<file path="src/rtl/div_seq_ctrl.sv">
// rtl/div_seq_ctrl.sv - sequential restoring divider, one quotient bit per clock.
// Optional two's-complement operands with `define DIV_SIGNED_EN (adds SGN and FIX states).
module div_seq_ctrl #(
    parameter int WIDTH = 32
) (
    input  logic             clk,
    input  logic             clr,
    input  logic             start,
    input  logic [WIDTH-1:0] dividend,
    input  logic [WIDTH-1:0] divisor,
    output logic             busy,
    output logic             done,
    output logic [WIDTH-1:0] quotient,
    output logic [WIDTH-1:0] remainder,
    output logic             div_zero
);

    localparam int CW = $clog2(WIDTH);
    localparam logic [CW-1:0] CNT_LAST = CW'(WIDTH - 1);

    localparam logic [2:0] S_IDLE = 3'd0;
    localparam logic [2:0] S_ITER = 3'd2;
    localparam logic [2:0] S_DONE = 3'd4;
`ifdef DIV_SIGNED_EN
    localparam logic [2:0] S_SGN  = 3'd1;
    localparam logic [2:0] S_FIX  = 3'd3;
`endif

    logic [2:0]       state_q, state_d;
    logic [CW-1:0]    cnt_q, cnt_d;
    logic [WIDTH-1:0] work_r_q, work_r_d;
    logic [WIDTH-1:0] work_q_q, work_q_d;
    logic [WIDTH-1:0] dvs_q, dvs_d;
    logic [WIDTH-1:0] quot_q, quot_d;
    logic [WIDTH-1:0] rem_q, rem_d;
    logic             div_zero_q, div_zero_d;
    logic [WIDTH:0]   trial;
`ifdef DIV_SIGNED_EN
    logic             sq_q, sq_d;
    logic             sr_q, sr_d;
`endif

    always_comb begin
        state_d    = state_q;
        cnt_d      = cnt_q;
        work_r_d   = work_r_q;
        work_q_d   = work_q_q;
        dvs_d      = dvs_q;
        quot_d     = quot_q;
        rem_d      = rem_q;
        div_zero_d = div_zero_q;
        trial      = '0;
`ifdef DIV_SIGNED_EN
        sq_d       = sq_q;
        sr_d       = sr_q;
`endif
        case (state_q)
            S_IDLE: begin
                if (start) begin
                    work_r_d   = '0;
                    work_q_d   = dividend;
                    dvs_d      = divisor;
                    cnt_d      = '0;
                    div_zero_d = (divisor == '0);
                    if (divisor == '0) begin
                        quot_d  = '1;
                        rem_d   = dividend;
                        state_d = S_DONE;
                    end else begin
`ifdef DIV_SIGNED_EN
                        state_d = S_SGN;
`else
                        state_d = S_ITER;
`endif
                    end
                end
            end
`ifdef DIV_SIGNED_EN
            S_SGN: begin
                sq_d     = work_q_q[WIDTH-1] ^ dvs_q[WIDTH-1];
                sr_d     = work_q_q[WIDTH-1];
                work_q_d = work_q_q[WIDTH-1] ? -work_q_q : work_q_q;
                dvs_d    = dvs_q[WIDTH-1] ? -dvs_q : dvs_q;
                state_d  = S_ITER;
            end
            S_FIX: begin
                quot_d  = sq_q ? -work_q_q : work_q_q;
                rem_d   = sr_q ? -work_r_q : work_r_q;
                state_d = S_DONE;
            end
`endif
            S_ITER: begin
                // The bit shifted out of R takes part in the compare, so divisors above 2^(WIDTH-1) work.
                trial    = {work_r_q, work_q_q[WIDTH-1]} - {1'b0, dvs_q};
                work_q_d = {work_q_q[WIDTH-2:0], ~trial[WIDTH]};
                work_r_d = trial[WIDTH] ? {work_r_q[WIDTH-2:0], work_q_q[WIDTH-1]}
                                        : trial[WIDTH-1:0];
                cnt_d    = cnt_q + CW'(1);
                if (cnt_q == CNT_LAST) begin
`ifdef DIV_SIGNED_EN
                    state_d = S_FIX;
`else
                    quot_d  = work_q_d;
                    rem_d   = work_r_d;
                    state_d = S_DONE;
`endif
                end
            end
            S_DONE:  state_d = S_IDLE;
            default: state_d = S_IDLE;
        endcase
    end

    always_ff @(posedge clk or posedge clr) begin
        if (clr) begin
            state_q    <= S_IDLE;
            cnt_q      <= '0;
            work_r_q   <= '0;
            work_q_q   <= '0;
            dvs_q      <= '0;
            quot_q     <= '0;
            rem_q      <= '0;
            div_zero_q <= 1'b0;
`ifdef DIV_SIGNED_EN
            sq_q       <= 1'b0;
            sr_q       <= 1'b0;
`endif
        end else begin
            state_q    <= state_d;
            cnt_q      <= cnt_d;
            work_r_q   <= work_r_d;
            work_q_q   <= work_q_d;
            dvs_q      <= dvs_d;
            quot_q     <= quot_d;
            rem_q      <= rem_d;
            div_zero_q <= div_zero_d;
`ifdef DIV_SIGNED_EN
            sq_q       <= sq_d;
            sr_q       <= sr_d;
`endif
        end
    end

    assign busy      = (state_q != S_IDLE);
    assign done      = (state_q == S_DONE);
    assign quotient  = quot_q;
    assign remainder = rem_q;
    assign div_zero  = div_zero_q;

endmodule

</file>
<file path="config.mk">
export PLATFORM = sky130hd
export DESIGN_NAME = div_seq_ctrl
export DESIGN_NICKNAME = d
export VERILOG_FILES = /design/src/rtl/div_seq_ctrl.sv
export SDC_FILE = /design/constraint.sdc
export NUM_CORES = 1
export LEC_CHECK = 0
export ABC_AREA = 1
export BUFFER_PORTS_ARGS = -buffer_cell sky130_fd_sc_hd__buf_2
export CORE_UTILIZATION = 50
export CTS_BUF_LIST = sky130_fd_sc_hd__clkbuf_2 sky130_fd_sc_hd__clkbuf_4 sky130_fd_sc_hd__clkbuf_8
export CTS_CLUSTER_SIZE = 25
export DETAILED_ROUTE_END_ITERATION = 16
export PLACE_DENSITY = 0.71
export SYNTH_ARGS = -nofsm -noshare
export SYNTH_HDL_FRONTEND = slang
export SYNTH_SLANG_ARGS = --single-unit
</file>
<file path="constraint.sdc">
create_clock -name clk -period 8.4 [get_ports clk]
set_input_delay 0.42 -clock clk [delete_from_list [all_inputs] [get_ports clk]]
set_output_delay 0.42 -clock clk [all_outputs]
set_load 0.1 [all_outputs]
</file>
==> results of run 1 <==
-- state kept, by name (all words and copies together) (netlist names) --
signal,cells
remainder,32
div_zero,1
work_q_q,32
state_q,2
quotient,32
work_r_q,32
cnt_q,5
dvs_q,32
-- worst max-delay path, stage by stage, from the launching register on --
cell     delay [ps]
dfrtp_1         390
inv_1            90
nor2_4          630
buf_4           940
nor2_2          110
inv_2           690
o21ai_0         200
-- through the flow --
stage	util (%)	instance area, um^2	cells	setup slack, ps	hold WS [ps]
finish	56.6	11900	1858	5180	113
global route	56.6	11900	1858	4900	194
CTS	56.6	11900	1858	5190	166
detailed placement	54.5	11400	1826	5190	473
global placement	54.5	11400	1826	5300	468
floorplan	-	10700	1467	3430	453
-- cell usage after synthesis, types with 2 or more instances --
cell type / number
buf_12: 5
a21o_1: 2
inv_1: 263
a21oi_1: 46
dfrtp_1: 168
o21ai_0: 95
a22o_1: 2
nor2_2: 3
nand3_2: 61
clkbuf_1: 33
xor2_1: 17
buf_2: 11
nor2_1: 71
nand2_4: 5
ha_1: 34
nand3_1: 92
nand2_2: 8
a31oi_1: 31
nand4_1: 16
and2_1: 4
inv_2: 12
nor3_1: 8
nand2_8: 2
nor2_4: 2
buf_4: 5
or2_2: 32
a21oi_2: 2
nand2_1: 427
-- final cells by class --
cell class                 instances  area share [%]
sequential                       168            35.4
inverter                         275            8.74
timing repair buffer             140            6.05
clock buffer                      18            2.09
clock inverter                    14            1.68
tap                              275            2.90
multi-input combinational        968            43.1
-- worst min path at each step --
stage | from | to | cells after the start
detailed placement | dvs_q[3] | dvs_q[3] | 2
global route | clr | quotient[22] | 2
floorplan | dvs_q[10] | dvs_q[10] | 2
global placement | dvs_q[3] | dvs_q[3] | 2
CTS | clr | quotient[20] | 2
finish | clr | quotient[20] | 2
-- routing by layer --
layer / part of all wire (%) / wire (um)
met5: 0 / 0
met4: 1.9 / 539
met3: 3.9 / 1120
met2: 50 / 14000
met1: 45 / 12600
-- cells by family (layout without fill, tap and decap cells) --
logic type,Yosys count,count (layout)
AO/OA/AOI/OAI,183,183
adder cells (fa/ha/maj),35,35
XOR/XNOR,17,17
flip-flops,168,168
buffers and inverters,331,447
AND/OR/NAND/NOR,733,733
==> impl_metrics.csv, run 1 <==
group,metric,value,unit
run_status,outcome,"finished, final reports clean",
setup_path,cp-startpoint,"state_q[1]",
cells_and_area,area_growth,11.1,%
sta,rsz0062_at_grt,"false",
clock_tree,cts_buffers,17,
grt,grt_pass1_vias,8680,
route,avgViaCountPerCell,5.14,
synthesis,synth_adder_area_share,4.17,%
floorplan,row_count,53,
setup_path,reg2reg_setup_slack,5180,ps
sta,min_period,3220,ps
route,ant_nets,0,
setup_path,arrival,3540,ps
cells_and_area,drive_above_1_share,19.2,%
floorplan,fp.dieW,148,um
grt,grt_pass1_wl,44700,um
cells_and_area,fill_cells,2064,
placement,portBuffers,133,
setup_path,r2r-start,"state_q[1]",
clock_tree,cts_hold_buf,0,
sta,fmax,310,MHz
floorplan,ioPinCount,134,
synthesis,synth.area.mux_share,0,%
floorplan,die_y,148,um
cells_and_area,mostFrequentLayoutCells,"nand2_1, inv_1, dfrtp_1, buf_2, o21ai_0",
sta,post-route-period-util,38.4,%
cells_and_area,multiInputGateArea,5110,um^2
sta,setup_viol,0,
synthesis,synth_compound_area_share,9.33,%
grt,grt_use_total,26.5,%
route,drcViolationCount,0,
clock_tree,cts_resized,0,
grt,met1_usage,35.9,%
min_path,hold_class,"input pin to async pin",
clock_tree,worstSkewPairLatency,480,ps
synthesis,yosysTopAreaCell,"dfrtp_1",
setup_path,critPathMaxFanout,70,
clock_tree,cts_root_buffer,"clkbuf_8",
grt,grt.met2_usage,44.0,%
route,drt_first_pass_iters,5,
setup_path,crit_type,"flip-flop to flip-flop",
route,post_drt_wl_per_cell,15.2,um
grt,use_met3,3.47,%
synthesis,synth-edff-count,0,
synthesis,netlist_instances,1467,
setup_path,crit_path_start_kind,"flip-flop",
clock_tree,clkSinkCount,168,
synthesis,synth.area.top_cells,"dfrtp_1, nand2_1, inv_1",
synthesis,synth_top_family_by_area,"simple AND/OR/NAND/NOR gates",
synthesis,yosys.area.top_type_share,39.4,%
cells_and_area,final_common_cell,"nand2_1",
route,via_count,9544,
job,maxCapViolCount,0,
synthesis,ys_ff_latch,168,
clock_tree,path_clk_slew,100,ps
floorplan,start_util,51.0,%
synthesis,async_flop_share,100,%
clock_tree,postCtsSetupBuffers,0,
setup_path,cp_data_required_time,8710,ps
clock_tree,cts_tree,"done",
synthesis,ys_warn_count,0,
synthesis,synthFlopType,"dfrtp_1",
synthesis,synth_xor_area_share,1.39,%
route,drtIter0Drc,678,
grt,grt-ovfl-total,0,
sta,slew_headroom,29.7,%
placement,hpwl,21000,um
synthesis,avgSynthCellArea,7.28,um^2
grt,antenna_found_initial,0,
sta,fin_skew,13.6,ps
grt,grt_max_degree,100,
synthesis,ys_types,38,
placement,place.gp.congestion,0.960,
floorplan,die_area,21900,um^2
synthesis,syn_area,10700,um^2
floorplan,core-area,21000,um^2
route,totalWireLength,28300,um
sta,worstMarginPinSlew,1050,ps
synthesis,synthSimpleGateAreaFrac,32.9,%
synthesis,seq_area_frac_synth,39.4,%
cells_and_area,seqCellArea,4200,um^2
cells_and_area,n_antenna_cell,0,
sta,final.setup.tns,0,ps
setup_path,end_kind,"flip-flop",
clock_tree,cts_buffer_depth,2,
sta,hold_viol,0,
setup_path,worstSetupEndpoint,"work_q_q[13]",
grt,gr-max-usage-layer,"met2",
clock_tree,cts-htree-levels,4,
synthesis,postSynthNetCount,1569,
setup_path,reg2reg_depth,6,
sta,maxSlewViolCount,0,
cells_and_area,final_nets,1672,
setup_path,r2r-end,"work_q_q[13]",
Power of run 1 is not shown: default switching activity piles up to over one toggle a cycle in this logic, so the estimate is an artifact.
==> run 2: changes to the inputs <==
PLACE_DENSITY = 0.74   (was 0.71)
clock period = 2.81 ns   (was 8.4 ns; I/O delays follow)
==> impl_metrics.csv, run 2 (synthesized netlist as in run 1, its figures left out) <==
group,metric,value,unit
clock_tree,clkSinkCount,168,
sta,min_period,2610,ps
sta,post-route-period-util,93.0,%
route,via_count,9764,
sta,fin_skew,20.8,ps
route,totalWireLength,28900,um
placement,hpwl,21400,um
route,drcViolationCount,0,
floorplan,fp.dieW,148,um
cells_and_area,mostFrequentLayoutCells,"nand2_1, inv_1, dfrtp_1, buf_2, o21ai_0",
min_path,hold_class,"input pin to flip-flop",
clock_tree,cts_root_buffer,"clkbuf_8",
setup_path,critPathMaxFanout,17,
route,ant_nets,0,
route,post_drt_wl_per_cell,15.1,um
placement,place.gp.congestion,1.05,
grt,grt_pass1_wl,46000,um
run_status,outcome,"finished, final reports clean",
cells_and_area,final_cells,1908,
sta,final.setup.tns,0,ps
min_path,hold_end,"work_q_q[15]",
floorplan,start_util,51.0,%
setup_path,reg2reg_depth,17,
clock_tree,cts_buffers,17,
route,drt_first_pass_iters,6,
sta,setup_viol,0,
floorplan,die_y,148,um
min_path,hold_path_depth,5,
clock_tree,cts_buffer_depth,2,
floorplan,core-area,21000,um^2
grt,antenna_found_initial,0,
sta,maxSlewViolCount,0,
placement,portBuffers,133,
floorplan,die_area,21900,um^2
setup_path,r2r-end,"remainder[14]",
clock_tree,cts_tree,"done",
min_path,min-delay-start,"dividend[15]",
setup_path,reg2reg_setup_slack,200,ps
cells_and_area,drive_above_1_share,19.0,%
setup_path,arrival,3030,ps
sta,rsz0062_at_grt,"false",
setup_path,cpMaxStageDelayCell,"dfrtp_1",
setup_path,crit_type,"flip-flop to flip-flop",
grt,grt_pass1_vias,8892,
setup_path,cp_data_required_time,3230,ps
cells_and_area,fin_area,12300,um^2
job,maxCapViolCount,0,
setup_path,crit_path_max_incr_delay,400,ps
route,avgViaCountPerCell,5.12,
setup_path,r2r-start,"work_q_q[31]",
cells_and_area,final_common_cell,"nand2_1",
grt,grt-ovfl-total,0,
setup_path,crit_path_start_kind,"flip-flop",
clock_tree,cts_resized,0,
clock_tree,cts-htree-levels,4,
sta,fmax,382,MHz
cells_and_area,area_growth,15.6,%
cells_and_area,final_nets,1722,
setup_path,end_kind,"flip-flop",
clock_tree,worstSkewPairLatency,480,ps
grt,grt_use_total,27.1,%
sta,slew_headroom,56.3,%
placement,placedCellCount,1831,
floorplan,ioPinCount,134,
grt,grt_max_degree,98,
route,drtIter0Drc,793,
floorplan,row_count,53,
placement,placed_area,11500,um^2
sta,hold_viol,0,
setup_path,path_cells,"inv_1 > ha_1 > inv_1 > fa_1 > nand2_1 > nand2_1 > nand3_2 > nand2_2 > nand2_2 > nand2_4 > nand2_4 > nand3_2 > nand2_4 > nand3_2 > nand3_1 > nand2_1 > inv_1",
cells_and_area,n_antenna_cell,0,
sta,worstMarginPinSlew,654,ps
cells_and_area,fill_cells,1985,
clock_tree,path_clk_slew,100,ps
cells_and_area,final_util,58.9,%
[run 2: worst max-delay path: cells and delay by family, from the launching register on]
family                   cells  cell delay [ps]
flip-flops                   1              400
adder cells (fa/ha/maj)      2              550
AND/OR/NAND/NOR             12             1400
buffers and inverters        3              200
[run 2: final cells by class]
class	instances	area (um^2)	share of cell area, %
clock buffers	20	263	2.13
clock inverters	12	136	1.10
inverters	275	1040	8.39
multi-input cells	969	5130	41.5
flip-flops and latches	168	4200	34.1
well taps	275	344	2.79
repair buffers	189	1230	9.99
[run 2: how the worst max path moves through the flow]
stage          slack, ps  depth (start not counted)            end          from
6_report             200                         17  remainder[14]  work_q_q[31]
5_1_grt               50                         17  remainder[19]  work_q_q[31]
4_1_cts              180                         17  remainder[29]  work_q_q[31]
3_5_place_dp         220                         17  remainder[29]  work_q_q[31]
3_3_place_gp         300                         17  remainder[28]  work_q_q[31]
2_1_floorplan        530                          1       cnt_q[0]           clr
[run 2: per-layer routing]
metal | GRT usage (%) | share of wire [%] | vias up
li1 | - | - | 4878
met1 | 35.9 | 43 | 4539
met2 | 45.2 | 49 | 298
met3 | 3.13 | 4.7 | 49
met4 | 10.7 | 3.0 | 0
met5 | 0 | 0 | -
[run 2: metrics by stage]
stage	hold slack, ps	worst slack, ps
after floorplan	267	529
after global placement	259	300
after detailed placement	264	223
after CTS	2.09	185
after global routing	17.0	50.8
final	7.44	195
[run 2: repair_timing]
| item | 4_1_cts | 5_1_grt |
|---|---|---|
| hold buffers | 44 | 0 |
| endpoints found under the hold margin | 70 | 0 |
| buffers inserted | 0 | 0 |
| setup endpoints to repair | 0 | 1 |
Power of run 2 is left out for the same reason.
==> run 3: changes to the inputs <==
CORE_UTILIZATION = 25   (was 50)
PLACE_DENSITY = 0.43   (was 0.74)
clock period = 2.39 ns   (was 2.81 ns; I/O delays follow)
==> impl_metrics.csv, run 3 (synthesized netlist as in run 1, its figures left out) <==
group,metric,value,unit
cells_and_area,mostFrequentLayoutCells,"nand2_1, inv_1, dfrtp_1, buf_2, o21ai_0",
floorplan,die_y,209,um
setup_path,reg2reg_setup_slack,30,ps
sta,min_period,2360,ps
cells_and_area,n_antenna_cell,0,
setup_path,crit_path_max_incr_delay,390,ps
route,ant_nets,0,
clock_tree,path_clk_slew,90,ps
setup_path,crit_type,"flip-flop to flip-flop",
sta,final.setup.tns,0,ps
setup_path,crit_top_cell,"nand2_1",
grt,grt_max_degree,108,
placement,portBuffers,133,
cells_and_area,area_growth,30.2,%
route,totalWireLength,35100,um
route,post_drt_wl_per_cell,15.4,um
setup_path,r2r-start,"dvs_q[27]",
floorplan,fp.dieW,209,um
floorplan,start_util,25.4,%
sta,setup_viol,0,
cells_and_area,final_common_cell,"nand2_1",
grt,grt_use_total,16.4,%
route,drcViolationCount,0,
setup_path,cpLargestDelayFamily,"simple AND/OR/NAND/NOR gates",
sta,maxSlewViolCount,0,
sta,worstMarginPinSlew,821,ps
sta,post-route-period-util,98.9,%
run_status,outcome,"finished, final reports clean",
placement,hpwl,26700,um
route,via_count,9841,
setup_path,arrival,2770,ps
setup_path,crit_path_start_kind,"flip-flop",
route,avgViaCountPerCell,4.32,
clock_tree,cts_root_buffer,"clkbuf_8",
floorplan,row_count,75,
sta,fin_skew,20.8,ps
min_path,hold_class,"input pin to async pin",
cells_and_area,fin_area,13900,um^2
grt,antenna_found_initial,0,
setup_path,path_cells,"inv_1 > ha_1 > nand2_2 > inv_2 > nand2_1 > nand2_1 > nand2_1 > nand2_1 > a21oi_4 > nand2_4 > nand2_4 > nand2_8 > clkbuf_16 > nand3_2 > nand3_2 > nand2_1 > inv_1",
floorplan,die_area,43500,um^2
floorplan,ioPinCount,134,
floorplan,core-area,42000,um^2
grt,grt_pass1_vias,9745,
setup_path,reg2reg_depth,17,
clock_tree,clkSinkCount,168,
sta,hold_viol,0,
job,maxCapViolCount,0,
setup_path,r2r-end,"remainder[7]",
cells_and_area,drive_above_1_share,25.5,%
clock_tree,worstSkewPairLatency,520,ps
grt,grt-ovfl-total,0,
setup_path,cp_data_required_time,2800,ps
clock_tree,cts_buffer_depth,2,
clock_tree,cts-htree-levels,4,
cells_and_area,final_nets,1829,
sta,fmax,423,MHz
placement,placed_area,12500,um^2
placement,place.gp.congestion,0.861,
cells_and_area,final_util,33.1,%
route,drtIter0Drc,479,
grt,grt_pass1_wl,55000,um
setup_path,path_buf_inv,4,
sta,hold_slack,335,ps
setup_path,cpMaxStageDelayCell,"dfrtp_1",
setup_path,cp_num_cells,17,
sta,slew_headroom,45.3,%
setup_path,critPathMaxFanout,8,
sta,rsz0062_at_grt,"true",
clock_tree,cts_tree,"done",
setup_path,end_kind,"flip-flop",
route,drt_first_pass_iters,5,
clock_tree,cts_buffers,17,
run 3: changes by cell type in the layout (fill, tap and decap cells not counted), sizes merged:
cell         before  now
dlygate4sd3      44   66
inv             279  277
buf             145  229
clkbuf           20   21
clkinv            3    5
run 3: cell type report:
class | instances | area [um^2]
Multi-Input combinational cell | 969 | 5410
Sequential cell | 168 | 4210
Tap cell | 539 | 674
Fill cell | 4587 | 28100
Clock buffer | 20 | 269
Timing Repair Buffer | 296 | 2190
Clock inverter | 12 | 118
Inverter | 275 | 1040
run 3: worst max-delay path by stage:
stage | startpoint | end | slack [ps]
2_1_floorplan | clr | cnt_q[0] | 130
3_3_place_gp | work_r_q[22] | remainder[18] | -30
3_5_place_dp | work_r_q[22] | remainder[18] | -30
4_1_cts | work_r_q[16] | remainder[5] | 9
5_1_grt | work_q_q[31] | remainder[6] | -100
6_report | dvs_q[27] | remainder[7] | 30
run 3: per-layer routing:
metal / up-vias / track usage [%] / routed length (um)
met1: 4566 / 21.6 / 16300
met5: - / 0 / 0
met3: 35 / 2.95 / 1090
met4: 0 / 3.98 / 567
li1: 5093 / - / -
met2: 147 / 27.8 / 17100
run 3: worst register-to-register path: stages, from the launching register on:
cell	delay [ps]
dfrtp_1	390
inv_1	120
ha_1	290
nand2_2	110
inv_2	40
nand2_1	60
nand2_1	100
nand2_1	80
nand2_1	80
a21oi_4	220
nand2_4	100
nand2_4	120
nand2_8	100
clkbuf_16	180
nand3_2	70
nand3_2	70
nand2_1	70
inv_1	30
run 3: timing repair:
| item | CTS | global route |
|---|---|---|
| endpoints found under the setup margin | 29 | 59 |
| gates cloned | 1 | 1 |
| hold buffers | 66 | 0 |
| gates resized for setup | 8 | 47 |
| pin swaps | 1 | 24 |
| hold endpoints to repair | 260 | 0 |
| setup buffers | 2 | 4 |
run 3: stage by stage:
step / setup WS [ps] / std cells
floorplan: 130 / 1467
global placement: -28.0 / 2173
finish: 27.1 / 2279
global route: -102 / 2279
detailed placement: -32.9 / 2173
CTS: 8.62 / 2274
Power of run 3 is left out for the same reason.
